--- src/rtl/sprite_sequencer.sv ---
`default_nettype none
// ============================================================================
// Module   : sprite_sequencer
// Brief    : Walks a sprite table in index order and drives a sprite renderer.
// Revision : 1.0
// ============================================================================
module sprite_sequencer #(
    parameter int CORDW   = 10,
    parameter int ENTRIES = 16,
    parameter int SPR_IDW = 4
) (
    input  logic                       clk,
    input  logic                       rst,
    input  logic                       start,
    input  logic                       wr_en,
    input  logic [$clog2(ENTRIES)-1:0] wr_idx,
    input  logic [CORDW-1:0]           wr_x,
    input  logic [CORDW-1:0]           wr_y,
    input  logic [7:0]                 wr_scale,
    input  logic [SPR_IDW-1:0]         wr_id,
    input  logic                       wr_valid,
    output logic [CORDW-1:0]           rnd_sx,
    output logic [CORDW-1:0]           rnd_sy,
    output logic [7:0]                 rnd_scale,
    output logic [SPR_IDW-1:0]         rnd_id,
    output logic                       rnd_rst,
    output logic                       rnd_enable,
    input  logic                       rnd_finished,
    output logic                       busy,
    output logic                       done
);

    localparam int              IDXW       = $clog2(ENTRIES);
    localparam logic [IDXW-1:0] c_IDX_LAST = IDXW'(ENTRIES - 1);

    typedef enum logic [2:0] {
        S_IDLE  = 3'd0,
        S_FETCH = 3'd1,
        S_LOAD  = 3'd2,
        S_DRAW  = 3'd3,
        S_NEXT  = 3'd4,
        S_DONE  = 3'd5
    } state_t;

    state_t               r_state_q,   w_state_d;
    logic [IDXW-1:0]      r_idx_q,     w_idx_d;
    logic [CORDW-1:0]     r_sx_q,      w_sx_d;
    logic [CORDW-1:0]     r_sy_q,      w_sy_d;
    logic [7:0]           r_scale_q,   w_scale_d;
    logic [SPR_IDW-1:0]   r_id_q,      w_id_d;
    logic                 r_rnd_rst_q, w_rnd_rst_d;
    logic                 r_enable_q,  w_enable_d;
    logic                 r_busy_q,    w_busy_d;
    logic                 r_done_q,    w_done_d;

    logic [CORDW-1:0]     r_tab_x_q     [ENTRIES];
    logic [CORDW-1:0]     w_tab_x_d     [ENTRIES];
    logic [CORDW-1:0]     r_tab_y_q     [ENTRIES];
    logic [CORDW-1:0]     w_tab_y_d     [ENTRIES];
    logic [7:0]           r_tab_scale_q [ENTRIES];
    logic [7:0]           w_tab_scale_d [ENTRIES];
    logic [SPR_IDW-1:0]   r_tab_id_q    [ENTRIES];
    logic [SPR_IDW-1:0]   w_tab_id_d    [ENTRIES];
    logic [ENTRIES-1:0]   r_tab_valid_q, w_tab_valid_d;

    logic                 w_fetch_hit;

    // Table is read from the registered copy, so a same-cycle write is only seen later
    assign w_fetch_hit = r_tab_valid_q[r_idx_q] && (r_tab_scale_q[r_idx_q] != 8'd0);

    always_comb begin
        w_tab_x_d     = r_tab_x_q;
        w_tab_y_d     = r_tab_y_q;
        w_tab_scale_d = r_tab_scale_q;
        w_tab_id_d    = r_tab_id_q;
        w_tab_valid_d = r_tab_valid_q;
        if (wr_en) begin
            w_tab_x_d[wr_idx]     = wr_x;
            w_tab_y_d[wr_idx]     = wr_y;
            w_tab_scale_d[wr_idx] = wr_scale;
            w_tab_id_d[wr_idx]    = wr_id;
            w_tab_valid_d[wr_idx] = wr_valid;
        end
    end

    always_comb begin
        w_state_d   = r_state_q;
        w_idx_d     = r_idx_q;
        w_sx_d      = r_sx_q;
        w_sy_d      = r_sy_q;
        w_scale_d   = r_scale_q;
        w_id_d      = r_id_q;
        w_rnd_rst_d = 1'b0;
        w_enable_d  = 1'b0;
        w_done_d    = 1'b0;
        case (r_state_q)
            S_IDLE: begin
                if (start) begin
                    w_state_d = S_FETCH;
                    w_idx_d   = '0;
                end
            end
            S_FETCH: begin
                if (w_fetch_hit) begin
                    w_sx_d      = r_tab_x_q[r_idx_q];
                    w_sy_d      = r_tab_y_q[r_idx_q];
                    w_scale_d   = r_tab_scale_q[r_idx_q];
                    w_id_d      = r_tab_id_q[r_idx_q];
                    w_rnd_rst_d = 1'b1;
                    w_state_d   = S_LOAD;
                end else begin
                    w_state_d = S_NEXT;
                end
            end
            S_LOAD: begin
                w_enable_d = 1'b1;
                w_state_d  = S_DRAW;
            end
            S_DRAW: begin
                if (rnd_finished) begin
                    w_state_d = S_NEXT;
                end else begin
                    w_enable_d = 1'b1;
                end
            end
            S_NEXT: begin
                if (r_idx_q == c_IDX_LAST) begin
                    w_done_d  = 1'b1;
                    w_state_d = S_DONE;
                end else begin
                    w_idx_d   = r_idx_q + 1'b1;
                    w_state_d = S_FETCH;
                end
            end
            S_DONE:  w_state_d = S_IDLE;
            default: w_state_d = S_IDLE;
        endcase
        w_busy_d = (w_state_d != S_IDLE);
    end

    always_ff @(posedge clk) begin
        r_tab_x_q     <= w_tab_x_d;
        r_tab_y_q     <= w_tab_y_d;
        r_tab_scale_q <= w_tab_scale_d;
        r_tab_id_q    <= w_tab_id_d;
        if (rst) begin
            r_state_q     <= S_IDLE;
            r_idx_q       <= '0;
            r_sx_q        <= '0;
            r_sy_q        <= '0;
            r_scale_q     <= '0;
            r_id_q        <= '0;
            r_rnd_rst_q   <= 1'b0;
            r_enable_q    <= 1'b0;
            r_busy_q      <= 1'b0;
            r_done_q      <= 1'b0;
            r_tab_valid_q <= '0;
        end else begin
            r_state_q     <= w_state_d;
            r_idx_q       <= w_idx_d;
            r_sx_q        <= w_sx_d;
            r_sy_q        <= w_sy_d;
            r_scale_q     <= w_scale_d;
            r_id_q        <= w_id_d;
            r_rnd_rst_q   <= w_rnd_rst_d;
            r_enable_q    <= w_enable_d;
            r_busy_q      <= w_busy_d;
            r_done_q      <= w_done_d;
            r_tab_valid_q <= w_tab_valid_d;
        end
    end

    // The renderer shares our reset so it never runs with stale state
    assign rnd_rst    = r_rnd_rst_q | rst;
    assign rnd_sx     = r_sx_q;
    assign rnd_sy     = r_sy_q;
    assign rnd_scale  = r_scale_q;
    assign rnd_id     = r_id_q;
    assign rnd_enable = r_enable_q;
    assign busy       = r_busy_q;
    assign done       = r_done_q;

endmodule
`default_nettype wire
--- config.mk ---
export PLATFORM = sky130hd
export DESIGN_NAME = sprite_sequencer
export DESIGN_NICKNAME = d
export VERILOG_FILES = /design/src/rtl/sprite_sequencer.sv
export SDC_FILE = /design/constraint.sdc
export NUM_CORES = 1
export LEC_CHECK = 0
export CAP_MARGIN = 30
export CORE_MARGIN = 1.5
export CORE_UTILIZATION = 30
export CTS_BUF_LIST = sky130_fd_sc_hd__clkbuf_16
export DETAILED_ROUTE_END_ITERATION = 10
export MAX_ROUTING_LAYER = met4
export PLACE_DENSITY_LB_ADDON = 0.12
export RECOVER_POWER = 25
export SLEW_MARGIN = 20
export SYNTH_ARGS = -nofsm -noshare
export SYNTH_HDL_FRONTEND = slang
export SYNTH_SLANG_ARGS = --single-unit
--- constraint.sdc ---
create_clock -name clk -period 10.9 [get_ports clk]
set_input_delay 3.27 -clock clk [delete_from_list [all_inputs] [get_ports clk]]
set_output_delay 3.27 -clock clk [all_outputs]
set_load 0.05 [all_outputs]
# --- After elaboration in Yosys (flattened, before gate mapping) ---
# Cells that the tools add are included.
totals:
  regBits: 571
  inputBits: 42
  output_inout_bits: 36
op_classes:
  add_sub_neg: 1
  order_cmp: 6
  n_eq_ne: 7
  mux: 39
  bitwise: 5
  reduce_logical: 11
ops:
  columns: ["op", "count"]
  rows:
  - ["$bwmux W160", 2]
  - ["$bwmux W128", 1]
  - ["$bmux W10 S4", 2]
  - ["$bwmux W64", 1]
  - ["$mux W10", 5]
  - ["$demux W10 S4", 1]
  - ["$bmux W8 S4", 1]
  - ["$demux W8 S4", 1]
  - ["$mux W8", 3]
  - ["$mux W4", 5]
  - ["$bmux W4 S4", 1]
  - ["$bwmux W16", 1]
  - ["$demux W4 S4", 1]
  - ["$pmux W3 S5", 1]
  - ["$mux W3", 4]
  - ["$ge A5 B5 Y1 const B", 2]
  - ["$lt A4 B5 Y1 const B", 2]
  - ["$not A4 Y5", 2]
  - ["$pmux W4 S2", 1]
  - ["$reduce_bool A8 Y1", 1]
  - ["$eq A3 B2 Y1 const B", 2]
  - ["$lt A5 B1 Y1 const B", 1]
  - ["$mux W1", 5]
  - ["$add A4 B1 Y4 const B", 1]
  - ["17 further kinds", 22]

# --- Depth between registers and ports, before layout ---
# Gate-level depths: netlist of run 1.
depth:
  ltp_word: 9
  ltp_mapped: 13
  depth_no_buf: 7

# --- Least setup slack after synthesis of run 1 ---
# Ideal clock, no wire load.
synth_path:
  path_type: "input -> output"
  start: "input rst"
  end: "output rnd_rst"
  arrival_time_ps: 4137
  path_slack_ps: 3493
  cell_stages: 3
  n_path_buf: 2
  cell_sequence: "clkbuf_1 > clkbuf_1 > or2_2"
synth_via:
  elab_chain_len: 1
synth_lines:
  columns: ["element", "line_no", "source"]
  rows:
  - ["start: declaration", "13", "input logic rst,"]
  - ["$or A1 B1 Y1", "174", "assign rnd_rst = r_rnd_rst_q | rst;"]
  - ["end: declaration", "26", "output logic rnd_rst,"]
# Every way passes these cells.

# --- Worst setup path after layout of run 1 ---
# Same ends and word-level chain as after synthesis.

==> results of run 1 <==
## worst min-delay path, cell delays in order (launching register included)
cell and delay, ps:
dfxtp_1 300, o21ai_0 60, a21oi_1 60
## synth_stat cells (2+ instances only)
cell type | n | area share (%)
nor2_1 | 42 | 0.70
o21ai_1 | 2 | 0.044
buf_1 | 8 | 0.13
mux4_2 | 146 | 15
nor2b_1 | 28 | 0.77
nand2_1 | 42 | 0.70
o22a_1 | 3 | 0.12
a21oi_1 | 16 | 0.35
a311oi_2 | 5 | 0.33
inv_1 | 4 | 0.066
a311o_1 | 25 | 1.1
and4_1 | 2 | 0.077
a221oi_2 | 3 | 0.20
edfxtp_1 | 512 | 68
and2_1 | 4 | 0.11
nand3b_1 | 2 | 0.066
nor3_1 | 8 | 0.18
or2_2 | 2 | 0.055
nor3_2 | 5 | 0.22
buf_4 | 10 | 0.33
buf_2 | 25 | 0.55
mux2i_1 | 16 | 0.71
nand2b_1 | 31 | 0.86
a221oi_1 | 2 | 0.077
buf_6 | 16 | 0.80
a31o_2 | 2 | 0.077
o22ai_1 | 4 | 0.11
xnor2_1 | 2 | 0.077
nand3_1 | 28 | 0.62
dfxtp_1 | 59 | 5.2
clkbuf_1 | 18 | 0.30
mux2_2 | 9 | 0.45
a22oi_1 | 4 | 0.13
o31a_1 | 2 | 0.077
a311oi_1 | 2 | 0.077
o21ai_0 | 16 | 0.35
buf_8 | 3 | 0.20
nand4_1 | 27 | 0.75
a221o_1 | 2 | 0.088
a22o_1 | 3 | 0.12
## power by group through the flow
stage / Combinational [W] / Sequential [W] / Clock (W)
floorplan: 0.0000797 / 0.00248 / 0
global placement: 0.000153 / 0.00248 / 0
detailed placement: 0.000155 / 0.00248 / 0
CTS: 0.000155 / 0.00244 / 0.00200
global route: 0.000163 / 0.00244 / 0.00209
finish: 0.000149 / 0.00244 / 0.00193
## worst paths after layout
check | from | endpoint | slack (ps) | cells past startpoint
setup / recovery | rst | rnd_rst | 1960 | 3
hold reg to reg | r_tab_valid_q[3] | r_tab_valid_q[3] | 480 | 2
hold / removal | r_tab_valid_q[3] | r_tab_valid_q[3] | 480 | 2
setup reg to reg | r_idx_q[1] | r_state_q[1] | 5990 | 10
## final cells by class
| class | instances | area share, % |
|---|---|---|
| antenna | 1 | 0.00949 |
| clock buffer | 67 | 6.36 |
| clock inverter | 49 | 0.768 |
| inverter | 5 | 0.0712 |
| multi-input combinational | 496 | 21.5 |
| sequential | 571 | 62.8 |
| tap | 969 | 4.60 |
| timing repair buffer | 107 | 3.88 |
## metal layers
layer / GRT usage [%] / vias to the layer above / share of wire, %
met3: 2.25 / 78 / 3.4
met4: 3.85 / 0 / 1.9
li1: - / 4932 / -
met5: - / - / 0
met1: 20.6 / 5981 / 46
met2: 25.4 / 194 / 49
## through the flow
step	hold WS, ps	std cells	total power, W	utilization, %
6_report	482	2265	0.00452	35.4
5_1_grt	500	2265	0.00469	35.4
4_1_cts	481	2262	0.00459	35.3
3_5_place_dp	474	2146	0.00264	32.8
3_3_place_gp	464	2146	0.00264	32.8
2_1_floorplan	450	1152	0.00256	-
## flip-flops by register name (all words and copies together), names as in the netlist, 8 cells and up
| name | cells |
|---|---|
| r_tab_y_q | 160 |
| rnd_sy | 10 |
| r_tab_id_q | 64 |
| r_tab_scale_q | 128 |
| r_tab_x_q | 160 |
| rnd_sx | 10 |
| rnd_scale | 8 |
| r_tab_valid_q | 16 |
## layout by cell type, fill, tap and decap left out, types with 5 or more instances in the layout
master and instances:
nor2b_1 28, nand2_1 42, nand4_1 27, mux2i_1 16
edfxtp_1 512, clkinv_1 20, o21ai_0 16, mux2_2 9
nand3_1 28, buf_4 28, a311oi_2 5, inv_1 20
clkinv_2 8, clkdlybuf4s50_1 55, nor2_1 30, nor2_4 12
nor3_2 9, dlygate4sd3_1 21, a21oi_1 16, mux4_2 146
nand2b_1 31, clkbuf_16 67, a311o_1 25, dfxtp_1 55
## kinds of logic after synthesis
kind of cell             synth area share, %
buffers and inverters                   2.39
multiplexers                            15.7
AO/OA/AOI/OAI                           3.41
flip-flops                              73.1
adder cells (fa/ha/maj)               0.0552
XOR/XNOR                               0.116
AND/OR/NAND/NOR                         5.25
==> flow_metrics.env, run 1 <==
export IMPL_fp_dieW_um=278
export IMPL_seq_area_frac_synth_pct=73.1
export IMPL_num_vias=11200
export IMPL_cts_root_buf="clkbuf_16"
export IMPL_switchingPower_w=0.000949
export IMPL_clock_sinks=571
export IMPL_finalCritPeriodShare_pct=82.0
export IMPL_ir_drop_v=0.000112
export IMPL_final_antenna_net_count=0
export IMPL_place_gp_congestion=0.688
export IMPL_routed_via_density=4.94
export IMPL_critPathCaptureType="output port"
export IMPL_rsz0062_at_grt="no"
export IMPL_netlist_instances=1152
export IMPL_drt_pre_antenna_iters=5
export IMPL_cap_violations=1
export IMPL_synth_nets=1195
export IMPL_synth_edff_count=512
export IMPL_p_leak_nw=7.97
export IMPL_cts_max_path_buffers=3
export IMPL_setup_slack_ps=1960
export IMPL_htreeDepth=2
export IMPL_start_util_pct=30.4
export IMPL_core_area_sq_um=74600
export IMPL_dpl_hpwl_um=29100
export IMPL_crit_family="buffers and inverters"
export IMPL_track_usage_pct=15.6
export IMPL_drive_gt1_share_pct=23.8
export IMPL_avgSynthCellArea_sq_um=19.7
export IMPL_drt_initial_drc_count=754
export IMPL_min_delay_path_class="reg -> reg"
export IMPL_max_stage_delay_ps=1290
export IMPL_grt_antenna_before_repair=5
export IMPL_crit_arrival_ps=5670
export IMPL_max_freq_mhz=112
export IMPL_status="finished with violations"
export IMPL_num_fill_cells=7004
export IMPL_overflow=0
export IMPL_cts_clk_slew_worst_paths_ps=60
export IMPL_grt_pass1_wl_um=85000
export IMPL_setup_violations=0
export IMPL_finalHoldViolCount=0
export IMPL_clock_latency_ps=630
export IMPL_row_count=100
export IMPL_grt_max_degree=66
export IMPL_intPower_w=0.00357
export IMPL_cts_hold_buffers=0
export IMPL_dpl_instance_area_sq_um=24400
export IMPL_area_delta_synth_final_pct=16.5
export IMPL_pwr_share_comb_pct=3.3
export IMPL_path_cells="clkbuf_1, or2_2, clkdlybuf4s50_1"
export IMPL_io_buffers=77
export IMPL_ios=78
export IMPL_violations="max-capacitance violations, max-slew violations"
export IMPL_final_area_sq_um=26400
export IMPL_routed_wl_um=57500
export IMPL_nets=1285
export IMPL_power_density_nw_per_um2=171
export IMPL_slew_headroom_pct=-22.8
export IMPL_critPathKind="in -> out"
export IMPL_ys_seq_elements=571
export IMPL_synth_warnings=0
export IMPL_multi_input_area_sq_um=5670
export IMPL_die_h_um=278
export IMPL_cts_made_buffers=61
export IMPL_place_ws_ps=2970
export IMPL_drc=0
export IMPL_path_buf_inv=2
export IMPL_cp_slowest_cell="clkbuf_1"
export IMPL_power_frac_seq_pct=53.9
export IMPL_sw_frac_of_total_pct=21.0
export IMPL_cts_resized=0
export IMPL_finalClockSkew_ps=21.1
export IMPL_cp_start_kind="input pin"
export IMPL_synthFlopType="edfxtp_1"
export IMPL_period_needed_ps=8940
export IMPL_synth_async_reset_ratio_pct=0
export IMPL_cp_data_required_time_ps=7630
export IMPL_postCtsSetupBuffers=0
export IMPL_clkPwrFrac_pct=42.8
export IMPL_ys_types=52
export IMPL_tightest_slew_ps=1840
export IMPL_tns_ps=0
export IMPL_post_drt_wl_per_cell_um=25.4
export IMPL_seqCellArea_sq_um=16600
export IMPL_grt_pass1_vias=11900
export IMPL_crit_fanout=33
export IMPL_netlist_area_sq_um=22600
export IMPL_maxSlewViolCount=34
export IMPL_die_area_sq_um=77100
export IMPL_cts_tree="built"
(Power assumes the default switching activity.)
==> inputs of run 2 (changes only) <==
clock period = 8.4 ns   (was 10.9 ns; I/O delays follow)
==> flow_metrics.env, run 2 (same netlist as run 1, synthesis figures left out) <==
export IMPL_status="completed"
export IMPL_grt_most_used_layer="met2"
export IMPL_use_met1_pct=20.5
export IMPL_finalClockSkew_ps=29.5
export IMPL_max_freq_mhz=160
export IMPL_grt_pass1_wl_um=85200
export IMPL_rsz0062_at_grt="no"
export IMPL_grt_use_met3_pct=2.30
export IMPL_start_util_pct=30.4
export IMPL_ir_drop_v=0.000154
export IMPL_drc=0
export IMPL_power_density_nw_per_um2=226
export IMPL_clock_sinks=571
export IMPL_postCtsSetupBuffers=0
export IMPL_io_buffers=77
export IMPL_track_usage_pct=15.7
export IMPL_top_regs="r_tab_x_q (160), r_tab_y_q (160), r_tab_scale_q (128)"
export IMPL_cp_data_required_time_ps=5880
export IMPL_grt_pass1_vias=11900
export IMPL_cts_resized=0
export IMPL_cts_clk_slew_worst_paths_ps=60
export IMPL_setup_violations=0
export IMPL_post_drt_wl_per_cell_um=25.7
export IMPL_crit_fanout=22
export IMPL_p_leak_nw=8.01
export IMPL_cts_tree="built"
export IMPL_drive_gt1_share_pct=23.9
export IMPL_place_gp_congestion=0.667
export IMPL_layout_commonest_cell="edfxtp_1"
export IMPL_grt_antenna_before_repair=5
export IMPL_place_ws_ps=2100
export IMPL_dpl_hpwl_um=29600
export IMPL_row_count=100
export IMPL_tns_ps=0
export IMPL_cts_root_buf="clkbuf_16"
export IMPL_nets=1284
export IMPL_routed_via_density=4.99
export IMPL_cts_hold_buffers=0
export IMPL_critPathKind="in -> out"
export IMPL_die_h_um=278
export IMPL_cp_slowest_cell="clkdlybuf4s50_1"
export IMPL_layout_common_cells="edfxtp_1 (512), mux4_2 (146), clkbuf_16 (63)"
export IMPL_grtUsageMet2_pct=25.8
export IMPL_maxSlewViolCount=0
export IMPL_routed_wl_um=58300
export IMPL_min_delay_path_class="reg -> reg"
export IMPL_final_antenna_net_count=0
export IMPL_crit_arrival_ps=3740
export IMPL_core_area_sq_um=74600
export IMPL_finalHoldViolCount=0
export IMPL_cap_violations=0
export IMPL_ios=78
export IMPL_tightest_slew_ps=1000
export IMPL_finalCritPeriodShare_pct=74.5
export IMPL_num_vias=11300
export IMPL_max_stage_delay_ps=700
export IMPL_htreeDepth=2
export IMPL_cts_made_buffers=61
export IMPL_fp_dieW_um=278
export IMPL_cp_start_kind="input pin"
export IMPL_drt_pre_antenna_iters=4
export IMPL_die_area_sq_um=77100
export IMPL_grt_max_degree=66
export IMPL_path_cells="buf_4, or2_2, clkdlybuf4s50_1"
export IMPL_clock_latency_ps=630
export IMPL_critPathCaptureType="output port"
export IMPL_drt_initial_drc_count=862
export IMPL_slew_headroom_pct=33.1
export IMPL_period_needed_ps=6260
export IMPL_cts_max_path_buffers=3
export IMPL_overflow=0
export IMPL_area_delta_synth_final_pct=16.8
export IMPL_setup_slack_ps=2140
==> run 2: area by class of cell <==
type                    count  area [sq um]
clock inverters            50           369
fillers                  6970         48100
diodes                      3          7.51
flip-flops and latches    571         16600
well taps                 969          1210
repair buffers            106          1020
inverters                   5          18.8
multi-input cells         496          5670
clock buffers              63          1580
==> run 2: worst max-delay path: cells and delay by family <==
| kind | cells | cell delay [ps] |
|---|---|---|
| buffers and inverters | 2 | 890 |
| AND/OR/NAND/NOR | 1 | 320 |
==> run 2: power by group <==
| group | total (W) | switching, W | internal, W |
|---|---|---|---|
| registers | 0.00316 | 0.0000158 | 0.00315 |
| logic | 0.000193 | 0.000122 | 0.0000705 |
| clock network | 0.00263 | 0.00110 | 0.00153 |
==> run 2: stage by stage <==
step | instances | power [W] | area (sq um) | hold slack [ps] | utilization [%]
after floorplan | 1152 | 0.00332 | 22600 | 450 | -
after global placement | 2145 | 0.00342 | 24400 | 462 | 32.8
after detailed placement | 2147 | 0.00343 | 24500 | 468 | 32.8
after CTS | 2260 | 0.00607 | 26400 | 480 | 35.4
after global routing | 2261 | 0.00619 | 26400 | 512 | 35.5
final | 2263 | 0.00598 | 26400 | 486 | 35.5
==> run 2: final timing paths <==
path,from,endpoint,slack [ps],cells past startpoint
max reg2reg,r_idx_q[0],rnd_sx[1],3770,8
max,rst,rnd_rst,2140,3
min reg2reg,r_tab_valid_q[9],r_tab_valid_q[9],490,2
min,r_tab_valid_q[9],r_tab_valid_q[9],490,2
==> run 2: metal layers <==
| metal | wire, um | share of wire (%) | up-vias |
|---|---|---|---|
| met2 | 29100 | 50 | 243 |
| met3 | 2320 | 4.0 | 63 |
| li1 | - | - | 4931 |
| met5 | 0 | 0 | - |
| met1 | 25900 | 45 | 6049 |
| met4 | 867 | 1.5 | 0 |
